===== src/rtl/cci_mpf_rd_arb_pkg.sv =====
// Shared types and constants for the MPF c0 read-request arbiter.
// Holds the client index and credit counter types, the Mdata field layout
// and the position of the bits reserved for MPF internal use.
package cci_mpf_rd_arb_pkg;

    localparam int unsigned MAX_N_CLIENTS    = 8;
    localparam int unsigned CLIENT_IDX_MAX_W = 3;
    localparam int unsigned MAX_ACTIVE_REQS  = 128;
    localparam int unsigned CREDIT_W         = 8;

    // Mdata layout: {reserved[15:14], zero pad, client mdata, client idx}
    localparam int unsigned MDATA_W        = 16;
    localparam int unsigned MDATA_IDX_LSB  = 0;
    localparam int unsigned MDATA_RSVD_LSB = 14;

    typedef logic [CLIENT_IDX_MAX_W-1:0] client_idx_t;
    typedef logic [CREDIT_W-1:0]         credit_t;
    typedef logic [MDATA_W-1:0]          mdata_t;

endpackage


===== src/rtl/cci_mpf_rr_arbiter.sv =====
// Rotating-priority N-way arbiter.
// Ports:
//   clk, reset   clock, async active-high reset
//   req_i        eligible requesters
//   grant_o      one-hot combinational grant
//   win_o        index of the granted requester
//   win_valid_o  a grant was issued this cycle
// The search starts one past the last granted requester; the pointer only
// moves when a grant is issued and resets so that requester 0 wins first.
module cci_mpf_rr_arbiter #(
    parameter int unsigned N = 4
) (
    input  logic                 clk,
    input  logic                 reset,
    input  logic [N-1:0]         req_i,
    output logic [N-1:0]         grant_o,
    output logic [$clog2(N)-1:0] win_o,
    output logic                 win_valid_o
);

    localparam int unsigned IDX_W = $clog2(N);

    logic [IDX_W-1:0] last_q;
    logic [IDX_W-1:0] pos;

    // Combinational pick: first requester after last_q, wrapping modulo N
    always_comb begin
        grant_o     = '0;
        win_o       = last_q;
        win_valid_o = 1'b0;
        pos         = '0;
        for (int unsigned off = 1; off <= N; off++) begin
            pos = IDX_W'((32'(last_q) + off) % N);
            if (!win_valid_o && req_i[pos]) begin
                grant_o[pos] = 1'b1;
                win_o        = pos;
                win_valid_o  = 1'b1;
            end
        end
    end

    always_ff @(posedge clk or posedge reset) begin
        if (reset) begin
            last_q <= IDX_W'(N - 1);
        end else if (win_valid_o) begin
            last_q <= win_o;
        end
    end

endmodule


===== src/rtl/cci_mpf_rd_arb.sv =====
// Shares the MPF c0 read request channel among N_CLIENTS requesters.
// Round-robin grant limited by per-client outstanding-read credits and FIU
// almost-full; the client index is packed into the low Mdata bits and used
// to steer EOP-tagged responses back to the owner.
// Ports:
//   clk, reset                          clock, async active-high reset
//   cl_req_valid/addr/mdata             per-client request
//   cl_req_grant                        one-hot same-cycle acceptance
//   mpf_c0_req_valid/addr/mdata         registered request to MPF
//   mpf_c0_almost_full                  MPF backpressure
//   mpf_c0_rsp_valid/eop/mdata          response beats from MPF
//   cl_rsp_valid, cl_rsp_mdata          combinational response steer
//   err_credit_underflow                sticky error flag
// Optional: CCI_MPF_RD_ARB_STATS_EN adds stat_grants and stat_af_stall.
module cci_mpf_rd_arb
    import cci_mpf_rd_arb_pkg::*;
#(
    parameter int unsigned N_CLIENTS             = 4,
    parameter int unsigned MAX_ACTIVE_PER_CLIENT = 32,
    parameter int unsigned ADDR_WIDTH            = 42,
    parameter int unsigned CLIENT_MDATA_WIDTH    = 8
) (
    input  logic                                   clk,
    input  logic                                   reset,
    input  logic [N_CLIENTS-1:0]                   cl_req_valid,
    input  logic [N_CLIENTS*ADDR_WIDTH-1:0]        cl_req_addr,
    input  logic [N_CLIENTS*CLIENT_MDATA_WIDTH-1:0] cl_req_mdata,
    output logic [N_CLIENTS-1:0]                   cl_req_grant,
    output logic                                   mpf_c0_req_valid,
    output logic [ADDR_WIDTH-1:0]                  mpf_c0_req_addr,
    output logic [15:0]                            mpf_c0_req_mdata,
    input  logic                                   mpf_c0_almost_full,
    input  logic                                   mpf_c0_rsp_valid,
    input  logic                                   mpf_c0_rsp_eop,
    input  logic [15:0]                            mpf_c0_rsp_mdata,
    output logic [N_CLIENTS-1:0]                   cl_rsp_valid,
    output logic [CLIENT_MDATA_WIDTH-1:0]          cl_rsp_mdata,
    output logic                                   err_credit_underflow
`ifdef CCI_MPF_RD_ARB_STATS_EN
    ,
    output logic [N_CLIENTS*32-1:0]                stat_grants,
    output logic [31:0]                            stat_af_stall
`endif
);

    localparam int unsigned IDX_W = $clog2(N_CLIENTS);

    logic [N_CLIENTS-1:0] eligible_c;
    logic [N_CLIENTS-1:0] grant_c;
    logic [N_CLIENTS-1:0] eop_done_c;
    logic [IDX_W-1:0]     win_c;
    logic                 win_valid_c;
    logic [IDX_W-1:0]     rsp_idx_c;
    logic                 rsp_idx_ok_c;
    logic                 underflow_c;
    logic                 unused_rsp_bits;

    credit_t               cnt_q [N_CLIENTS];
    credit_t               cnt_d [N_CLIENTS];
    logic                  req_valid_q;
    logic [ADDR_WIDTH-1:0] req_addr_q, req_addr_d;
    mdata_t                req_mdata_q, req_mdata_d;
    logic                  err_q;

    // Eligibility uses registered credits; almost-full and reset block all grants
    always_comb begin
        eligible_c = '0;
        for (int unsigned i = 0; i < N_CLIENTS; i++) begin
            eligible_c[i] = cl_req_valid[i] && (cnt_q[i] < credit_t'(MAX_ACTIVE_PER_CLIENT))
                            && !mpf_c0_almost_full && !reset;
        end
    end

    cci_mpf_rr_arbiter #(.N(N_CLIENTS)) u_arb (
        .clk         (clk),
        .reset       (reset),
        .req_i       (eligible_c),
        .grant_o     (grant_c),
        .win_o       (win_c),
        .win_valid_o (win_valid_c)
    );

    assign cl_req_grant = grant_c;

    // Response steering by the client index carried in the low Mdata bits
    assign rsp_idx_c       = mpf_c0_rsp_mdata[IDX_W-1:0];
    assign rsp_idx_ok_c    = 32'(client_idx_t'(rsp_idx_c)) < N_CLIENTS;
    assign cl_rsp_mdata    = mpf_c0_rsp_mdata[IDX_W +: CLIENT_MDATA_WIDTH];
    assign unused_rsp_bits = ^mpf_c0_rsp_mdata[15:IDX_W+CLIENT_MDATA_WIDTH];

    always_comb begin
        cl_rsp_valid = '0;
        for (int unsigned i = 0; i < N_CLIENTS; i++) begin
            cl_rsp_valid[i] = mpf_c0_rsp_valid && rsp_idx_ok_c
                              && (rsp_idx_c == IDX_W'(i)) && !reset;
        end
    end

    // Credit update: grant adds one, eop removes one unless already empty
    always_comb begin
        underflow_c = mpf_c0_rsp_valid && !rsp_idx_ok_c;
        eop_done_c  = '0;
        for (int unsigned i = 0; i < N_CLIENTS; i++) begin
            eop_done_c[i] = cl_rsp_valid[i] && mpf_c0_rsp_eop;
            if (eop_done_c[i] && (cnt_q[i] == '0)) begin
                underflow_c = 1'b1;
            end
            cnt_d[i] = cnt_q[i] + credit_t'(grant_c[i])
                       - credit_t'(eop_done_c[i] && (cnt_q[i] != '0));
        end
    end

    // Winning request payload; index rides in the low Mdata bits
    always_comb begin
        req_addr_d  = req_addr_q;
        req_mdata_d = req_mdata_q;
        if (win_valid_c) begin
            req_addr_d  = cl_req_addr[32'(win_c)*ADDR_WIDTH +: ADDR_WIDTH];
            req_mdata_d = (mdata_t'(cl_req_mdata[32'(win_c)*CLIENT_MDATA_WIDTH +: CLIENT_MDATA_WIDTH])
                           << IDX_W) | mdata_t'(win_c);
        end
    end

    always_ff @(posedge clk or posedge reset) begin
        if (reset) begin
            for (int unsigned i = 0; i < N_CLIENTS; i++) begin
                cnt_q[i] <= '0;
            end
            req_valid_q <= 1'b0;
            req_addr_q  <= '0;
            req_mdata_q <= '0;
            err_q       <= 1'b0;
        end else begin
            for (int unsigned i = 0; i < N_CLIENTS; i++) begin
                cnt_q[i] <= cnt_d[i];
            end
            req_valid_q <= win_valid_c;
            req_addr_q  <= req_addr_d;
            req_mdata_q <= req_mdata_d;
            err_q       <= err_q | underflow_c;
        end
    end

    assign mpf_c0_req_valid     = req_valid_q;
    assign mpf_c0_req_addr      = req_addr_q;
    assign mpf_c0_req_mdata     = req_mdata_q;
    assign err_credit_underflow = err_q;

`ifdef CCI_MPF_RD_ARB_STATS_EN
    logic [N_CLIENTS*32-1:0] stat_grants_q;
    logic [31:0]             stat_af_stall_q;

    // Free-running statistics, wrapping at 2^32
    always_ff @(posedge clk or posedge reset) begin
        if (reset) begin
            stat_grants_q   <= '0;
            stat_af_stall_q <= '0;
        end else begin
            for (int unsigned i = 0; i < N_CLIENTS; i++) begin
                stat_grants_q[i*32 +: 32] <= stat_grants_q[i*32 +: 32] + 32'(grant_c[i]);
            end
            stat_af_stall_q <= stat_af_stall_q + 32'((|cl_req_valid) && mpf_c0_almost_full);
        end
    end

    assign stat_grants   = stat_grants_q;
    assign stat_af_stall = stat_af_stall_q;
`endif

endmodule


===== config.mk =====
export PLATFORM = sky130hd
export DESIGN_NAME = cci_mpf_rd_arb
export DESIGN_NICKNAME = d
export VERILOG_FILES = /design/src/rtl/cci_mpf_rd_arb_pkg.sv /design/src/rtl/cci_mpf_rr_arbiter.sv /design/src/rtl/cci_mpf_rd_arb.sv
export SDC_FILE = /design/constraint.sdc
export NUM_CORES = 1
export LEC_CHECK = 0
export ABC_AREA = 1
export BUFFER_PORTS_ARGS = -buffer_cell sky130_fd_sc_hd__buf_2
export CAP_MARGIN = 40
export CORE_MARGIN = 3
export CORE_UTILIZATION = 50
export DETAILED_ROUTE_END_ITERATION = 8
export HOLD_SLACK_MARGIN = 0.02
export PLACE_DENSITY = 0.87
export SETUP_SLACK_MARGIN = 0.1
export SYNTH_ARGS = -nofsm -noshare
export SYNTH_HDL_FRONTEND = slang
export SYNTH_SLANG_ARGS = --single-unit

===== constraint.sdc =====
create_clock -name clk -period 4.4 [get_ports clk]
set_input_delay 0.44 -clock clk [delete_from_list [all_inputs] [get_ports clk]]
set_output_delay 0.44 -clock clk [all_outputs]
set_load 0.02 [all_outputs]

==> results of run 1 <==
[cell families (layout without fill, tap and decap cells)]
group,after synthesis,after routing,synth area share (%)
AND/OR/NAND/NOR,670,670,38.75
buffers and inverters,245,475,15.76
flip-flops,88,88,29.92
adder cells (fa/ha/maj),55,55,9.747
AO/OA/AOI/OAI,43,43,3.159
XOR/XNOR,22,22,2.615
other,1,6,0.05089
[area by class of cell]
| cell class | count | area (sq um) | share of cell area [%] |
|---|---|---|---|
| multi-input combinational | 796 | 4035 | 45.21 |
| inverter | 177 | 665.6 | 7.457 |
| clock inverter | 4 | 45.04 | 0.5046 |
| clock buffer | 12 | 236.5 | 2.649 |
| sequential | 88 | 2205 | 24.70 |
| timing repair buffer | 282 | 1514 | 16.96 |
| tap | 180 | 225.2 | 2.523 |
[flip-flops by register name (all words and copies together) (netlist names)]
signal                cells
cnt_q                    32
err_credit_underflow      1
mpf_c0_req_addr          42
mpf_c0_req_mdata         10
mpf_c0_req_valid          1
u_arb.last_q              2
[worst min-delay path by stage]
| stage | from | end | depth (start not counted) |
|---|---|---|---|
| after global placement | mpf_c0_req_addr[17] | mpf_c0_req_addr[17] | 2 |
| after floorplan | cnt_q[16] | err_credit_underflow | 3 |
| final | reset | cnt_q[24] | 2 |
| after CTS | reset | cnt_q[24] | 2 |
| after global routing | reset | cnt_q[24] | 2 |
| after detailed placement | mpf_c0_req_mdata[6] | mpf_c0_req_mdata[6] | 2 |
[placed cells by master (no fill, tap or decap), types with 2 or more instances in the layout]
master,Yosys,final
inv_1,172,171
clkinv_2,0,4
buf_4,24,5
nor3_1,7,7
nand2_1,432,432
a21o_1,3,3
clkbuf_16,0,9
buf_16,0,2
nand2_4,4,4
xor2_1,20,20
fa_1,4,4
nand4_1,5,5
nand3_1,178,177
a21oi_1,21,21
o21ai_0,14,14
inv_2,5,5
nand3_4,2,2
clkbuf_1,4,3
buf_12,0,3
nand3_2,1,2
xnor2_1,2,2
buf_2,25,272
nand2_2,3,3
nor2_1,33,33
ha_1,51,51
a31oi_1,2,2
conb_1,1,6
dfstp_2,2,2
dfrtp_1,86,86
[layer usage]
layer / up-vias / GRT usage [%] / share of wire, %
met5: - / 0 / 0
met4: 0 / 11.10 / 3.1
met3: 53 / 3.637 / 7.5
met2: 335 / 41.65 / 48
met1: 3488 / 29.97 / 41
li1: 3892 / - / -
[worst reg2reg max path, stage by stage, from the launching register on]
cell and delay (ps):
dfstp_2 710, inv_2 160, ha_1 420, inv_1 150, nand3_2 150, nand2_4 150, nand2_1 60, inv_1 80
nand3b_1 140, o21ai_0 300, ha_1 240, inv_1 60, fa_1 400, o21ai_0 290, a21oi_1 110, nor2_1 90
nor2_1 50, xor2_1 140
[stage by stage]
stage          cell area, sq um  hold slack [ps]
2_1_floorplan              7387            582.6
3_3_place_gp               8549            456.9
3_5_place_dp               8645            459.5
4_1_cts                    8926            109.5
5_1_grt                    8926            135.9
6_report                   8926            111.6
==> results.yml, run 1 <==
outcome:
  status: "finished, final reports clean"
logic_synthesis:
  synth_ff_type: "dfrtp_1"
  syn_area_sq_um: 7368
  synth_cell_types: 35
  synth_area_leaders: "dfrtp_1, nand2_1, nand3_1, inv_1, ha_1"
  syn_inst: 1124
  avgSynthCellArea_sq_um: 6.555
  async_flop_share_pct: 100.0
  yosys_register_bits: 88
  ys_top_cells_by_count: "nand2_1, nand3_1, inv_1"
  synth_edf_count: 0
  yosysSeqAreaShare_pct: 29.92
  yosysMostFrequentCell: "nand2_1"
  synth.largest_area_cell: "dfrtp_1"
  yosys.area.top_type_share_pct: 29.21
  ys_warn_count: 0
timing:
  fmax_ghz: 0.2618
  hold_viol_final: 0
  setup_violations: 0
  tns_ps: 0
  tightest_slew_ps: 615.4
  slew_headroom_pct: 58.98
  rsz0062_at_grt: "no"
  fin_ws_ps: 579.6
  post-route-period-util_pct: 86.83
  finalMaxSlewViolations: 0
  min_period_ps: 3820
  skew_ps: 7.351
placement:
  port_buffers: 272
  dp_hpwl_microns: 15310
  dp_worst_setup_slack_ps: 627.0
  dp_cells: 1523
  globalplace.congestion: 0.9038
worst_setup_path:
  arrival_ps: 4040
  crit_fanout: 13
  slowest_delay_ps: 710
  cp-start-kind: "register"
  worstSetupEndpointType: "register"
  slowest_stage: "dfstp_2"
  critical_path.endpoint: "cnt_q[22]"
  cp_top_family: "adder cells"
  reg2reg_depth: 17
  ff2ff_setup_slack_ps: 580
  crit_top_cell: "inv_1"
  cp.required_ps: 4610
  worstSetupStartpoint: "u_arb.last_q[0]"
  critical_path.cell_chain: "inv_2 -> ha_1 -> inv_1 -> nand3_2 -> nand2_4 -> nand2_1 -> inv_1 -> nand3b_1 -> o21ai_0 -> ha_1 -> inv_1 -> fa_1 -> o21ai_0 -> a21oi_1 -> nor2_1 -> nor2_1 -> xor2_1"
  r2r-end: "cnt_q[22]"
  path_buf_inv: 4
  cp.depth: 17
  regToRegStartpoint: "u_arb.last_q[0]"
  critPathKind: "reg2reg"
clocking:
  postCtsSetupBuffers: 0
  clk_latency_ps: 330
  cts_root_buf: "clkbuf_16"
  cts_tree: "done"
  cts_resized: 0
  clock-sinks: 88
  hold_buffers: 0
  path_clk_slew_ps: 70
  htreeDepth: 3
  cts_max_path_buffers: 2
  cts_buffers: 9
drt:
  first_pass_iters: 6
  drc_errors: 0
  via_per_inst: 5.047
  drt-initial-drc-count: 412
  wire_per_inst_microns: 13.29
  finalWirelength_microns: 20450
  ant_nets: 0
  dr_total_vias: 7768
cells_and_area:
  fill_cells: 1316
  post_layout_nonfiller_instances: 1539
  area_growth_syn_to_layout_pct: 21.14
  layout-drive-gt1-share_pct: 23.33
  fin_nets: 1634
  post-route-util_pct: 63.08
  num_antenna_cells: 0
global_routing:
  grt_max_degree: 67
  grt_overflow: 0
  grt_pass1_vias: 7109
  grt_pass1_wl_microns: 32490
  grt_usage_pct: 24.22
  antenna_found_initial: 0
floorplanning:
  die_area_sq_um: 16230
  die_y_microns: 127.4
  num_rows: 43
  ios: 301
  start_util_pct: 52.07
  coreArea_sq_um: 14150
  chipWidth_microns: 127.4
job:
  cap_viol_max_count: 0
worst_hold_path:
  hp-class: "in2async"
Power of run 1 is not shown: default switching activity piles up to over one toggle a cycle in this logic, so the estimate is an artifact.
==> inputs of run 2 (changes only) <==
- CORE_UTILIZATION: 50 -> 35
- PLACE_DENSITY: 0.87 -> default
==> results.yml, run 2 (synthesized netlist as in run 1, its figures left out) <==
drt:
  drt-initial-drc-count: 278
  wire_per_inst_microns: 13.38
  finalWirelength_microns: 21830
  first_pass_iters: 5
  via_per_inst: 4.564
  dr_total_vias: 7449
  drc_errors: 0
  ant_nets: 0
worst_setup_path:
  reg2reg_depth: 17
  cp.required_ps: 4620
  crit_fanout: 13
  worstSetupEndpointType: "register"
  arrival_ps: 4050
  cp-start-kind: "register"
  critPathKind: "reg2reg"
floorplanning:
  ios: 301
  coreArea_sq_um: 20430
  chipWidth_microns: 151.1
  die_area_sq_um: 22830
  start_util_pct: 36.07
  die_y_microns: 151.1
  num_rows: 52
timing:
  fmax_ghz: 0.2614
  tightest_slew_ps: 620.4
  tns_ps: 0
  slew_headroom_pct: 58.64
  post-route-period-util_pct: 86.95
  skew_ps: 8.177
  rsz0062_at_grt: "no"
  finalMaxSlewViolations: 0
  hold_viol_final: 0
  min_period_ps: 3826
  setup_violations: 0
clocking:
  clock-sinks: 88
  cts_resized: 0
  postCtsSetupBuffers: 0
  cts_root_buf: "clkbuf_16"
  clk_latency_ps: 340
  cts_max_path_buffers: 2
  cts_buffers: 9
  htreeDepth: 3
  hold_buffers: 1
  cts_tree: "done"
  path_clk_slew_ps: 60
worst_hold_path:
  hold_depth: 3
  hp-class: "in2reg"
outcome:
  status: "finished, final reports clean"
global_routing:
  grt_pass1_wl_microns: 34310
  antenna_found_initial: 1
  grt_usage_pct: 18.72
  grt_pass1_vias: 7007
  grt_overflow: 0
  grt_max_degree: 89
cells_and_area:
  layout-drive-gt1-share_pct: 23.64
  largest_reg_flops: 42
  mostFrequentLayoutCells: "nand2_1, buf_2, nand3_1"
  area_growth_syn_to_layout_pct: 23.84
  num_antenna_cells: 0
  fin_nets: 1637
  final_common_cell: "nand2_1"
placement:
  dp_hpwl_microns: 16350
  globalplace.congestion: 0.8534
  port_buffers: 272
job:
  cap_viol_max_count: 0
==> run 2: changes by cell type in the layout (fill, tap and decap cells not counted), sizes merged <==
cell,previous run,this run
clkbuf,12,9
clkinvlp,0,3
buf,282,284
clkinv,4,2
bufinv,1,2
dlygate4sd3,0,1
inv,176,177
==> run 2: final cells by class <==
cell class	instances	area, sq um
fillers	2251	11300
multi-input cells	796	4035
flip-flops and latches	88	2205
repair buffers	285	1559
inverters	177	666.9
well taps	270	337.8
clock buffers	9	225.2
clock inverters	7	96.34
==> run 2: path summary, 6_finish.rpt <==
check                                    start              endpoint  slack [ps]
setup / recovery               u_arb.last_q[0]             cnt_q[22]         570
hold / removal                  mpf_c0_rsp_eop  err_credit_underflow         440
setup reg to reg               u_arb.last_q[0]             cnt_q[22]         570
hold reg to reg            mpf_c0_req_mdata[5]   mpf_c0_req_mdata[5]         470
max in group asynchronous                reset   mpf_c0_req_addr[27]        2890
min in group asynchronous                reset              cnt_q[8]         590
==> run 2: metal layers <==
metal	track usage (%)	part of all wire, %	vias to the layer above
li1	-	-	3894
met1	23.35	42	3327
met2	33.02	50	200
met3	3.531	5.6	26
met4	5.168	1.8	2
met5	0	0.032	-
==> run 2: worst max-delay path, cell delays in order, from the launching register on <==
cell      delay, ps
dfstp_2         710
inv_2           160
ha_1            420
inv_1           130
nand3_2         150
nand2_4         150
nand2_1          60
inv_1            80
nand3b_1        160
o21ai_0         280
ha_1            220
inv_1            60
fa_1            390
o21ai_0         340
a21oi_1         120
nor2_1          100
nor2_1           50
xor2_1          130
==> run 2: stage by stage <==
step                cells  area [sq um]  utilization (%)  hold WS, ps  setup slack [ps]
floorplan            1129          7387                -        582.6             601.6
global placement     1610          8671            42.44        457.3             637.8
detailed placement   1615          8793            43.04        389.4             592.3
CTS                  1632          9125            44.67        422.3             584.0
global route         1632          9125            44.67        462.7             245.0
finish               1632          9125            44.67        440.5             574.2
Power of run 2 is left out for the same reason.
==> inputs of run 3 (changes only) <==
- CELL_PAD_IN_SITES_DETAIL_PLACEMENT: default -> 2
- CELL_PAD_IN_SITES_GLOBAL_PLACEMENT: default -> 2
- CORE_UTILIZATION: 35 -> 25
- PLACE_DENSITY_LB_ADDON: default -> 0.1
==> results.yml, run 3 (synthesized netlist as in run 1, its figures left out) <==
clocking:
  postCtsSetupBuffers: 0
  cts_resized: 0
  clock-sinks: 88
  cts_buffers: 9
  cts_tree: "done"
  cts_max_path_buffers: 2
  htreeDepth: 3
  path_clk_slew_ps: 80
  cts_root_buf: "clkbuf_16"
  hold_buffers: 0
  clk_latency_ps: 350
placement:
  dp_cells: 1730
  globalplace.congestion: 0.7663
  port_buffers: 272
  dp_worst_setup_slack_ps: 450.5
  dp_hpwl_microns: 21180
worst_setup_path:
  r2r-end: "cnt_q[22]"
  worstSetupEndpointType: "register"
  arrival_ps: 4130
  crit_fanout: 13
  ff2ff_setup_slack_ps: 500
  critPathKind: "reg2reg"
  reg2reg_depth: 17
  regToRegStartpoint: "u_arb.last_q[0]"
  cp-start-kind: "register"
  cp.required_ps: 4630
drt:
  met2_length_microns: 13380
  drt-initial-drc-count: 226
  drc_errors: 0
  first_pass_iters: 4
  dr_total_vias: 7823
  wl_met1_microns: 12330
  wire_per_inst_microns: 15.94
  routed.top_layer: "met5"
  wl_met3_microns: 1681
  ant_nets: 0
  finalWirelength_microns: 27880
  via_per_inst: 4.473
floorplanning:
  start_util_pct: 25.53
  chipWidth_microns: 177.7
  coreArea_sq_um: 28860
  num_rows: 62
  die_y_microns: 177.7
  die_area_sq_um: 31570
  ios: 301
cells_and_area:
  fin_nets: 1637
  regArea_sq_um: 2205
  final_common_cell: "nand2_1"
  multiInputGateArea_sq_um: 4035
  layout-drive-gt1-share_pct: 23.72
  post_layout_nonfiller_instances: 1749
  largest_reg_flops: 42
  fill_cells: 3671
  mostFrequentLayoutCells: "nand2_1, buf_2, nand3_1"
  area_growth_syn_to_layout_pct: 25.40
outcome:
  status: "finished, final reports clean"
global_routing:
  grt_pass1_vias: 8333
  grt_usage_pct: 17.40
  grt_max_degree: 58
  antenna_found_initial: 7
  grt_overflow: 0
  grt_pass1_wl_microns: 43820
timing:
  min_period_ps: 3898
  fin_ws_ps: 501.9
  fmax_ghz: 0.2565
  skew_ps: 16.59
  tightest_slew_ps: 675.3
  setup_violations: 0
  whs_ps: 100.8
  post-route-period-util_pct: 88.59
  rsz0062_at_grt: "no"
  finalMaxSlewViolations: 0
  hold_viol_final: 0
  slew_headroom_pct: 54.98
  tns_ps: 0
job:
  cap_viol_max_count: 0
worst_hold_path:
  hp-class: "in2async"
run 3: metrics by stage:
stage / area (sq um) / util [%]
floorplan: 7387 / -
global placement: 8861 / 30.71
detailed placement: 8944 / 30.99
CTS: 9233 / 31.99
global route: 9233 / 31.99
finish: 9240 / 32.02
run 3: cell type report:
| cell class | count | share of cell area, % |
|---|---|---|
| Multi-Input combinational cell | 796 | 43.67 |
| Sequential cell | 88 | 23.86 |
| Timing Repair Buffer | 285 | 16.84 |
| Inverter | 177 | 7.217 |
| Tap cell | 384 | 5.200 |
| Clock buffer | 10 | 2.586 |
| Clock inverter | 6 | 0.5416 |
| Antenna cell | 3 | 0.08125 |
run 3: worst max path at each step:
stage	end	slack, ps	startpoint	depth (start not counted)
2_1_floorplan	cnt_q[22]	600	u_arb.last_q[0]	18
3_3_place_gp	cnt_q[22]	520	u_arb.last_q[0]	17
3_5_place_dp	cnt_q[22]	450	u_arb.last_q[0]	17
4_1_cts	cnt_q[22]	420	u_arb.last_q[0]	17
5_1_grt	cnt_q[6]	100	u_arb.last_q[0]	18
6_report	cnt_q[22]	500	u_arb.last_q[0]	17
run 3: routing by layer:
layer,global-route usage (%),up-vias
li1,-,3901
met1,21.49,3712
met2,30.29,170
met3,4.343,30
met4,4.287,10
met5,0,-
run 3: worst max-delay path, cell delays in order (launching register included):
cell,delay (ps)
dfstp_2,730
inv_2,160
ha_1,420
inv_1,140
nand3_2,150
nand2_4,160
nand2_1,70
inv_1,80
nand3b_1,160
o21ai_0,280
ha_1,240
inv_1,60
fa_1,400
o21ai_0,320
a21oi_1,110
nor2_1,110
nor2_1,60
xor2_1,130
Power of run 3 is left out for the same reason.
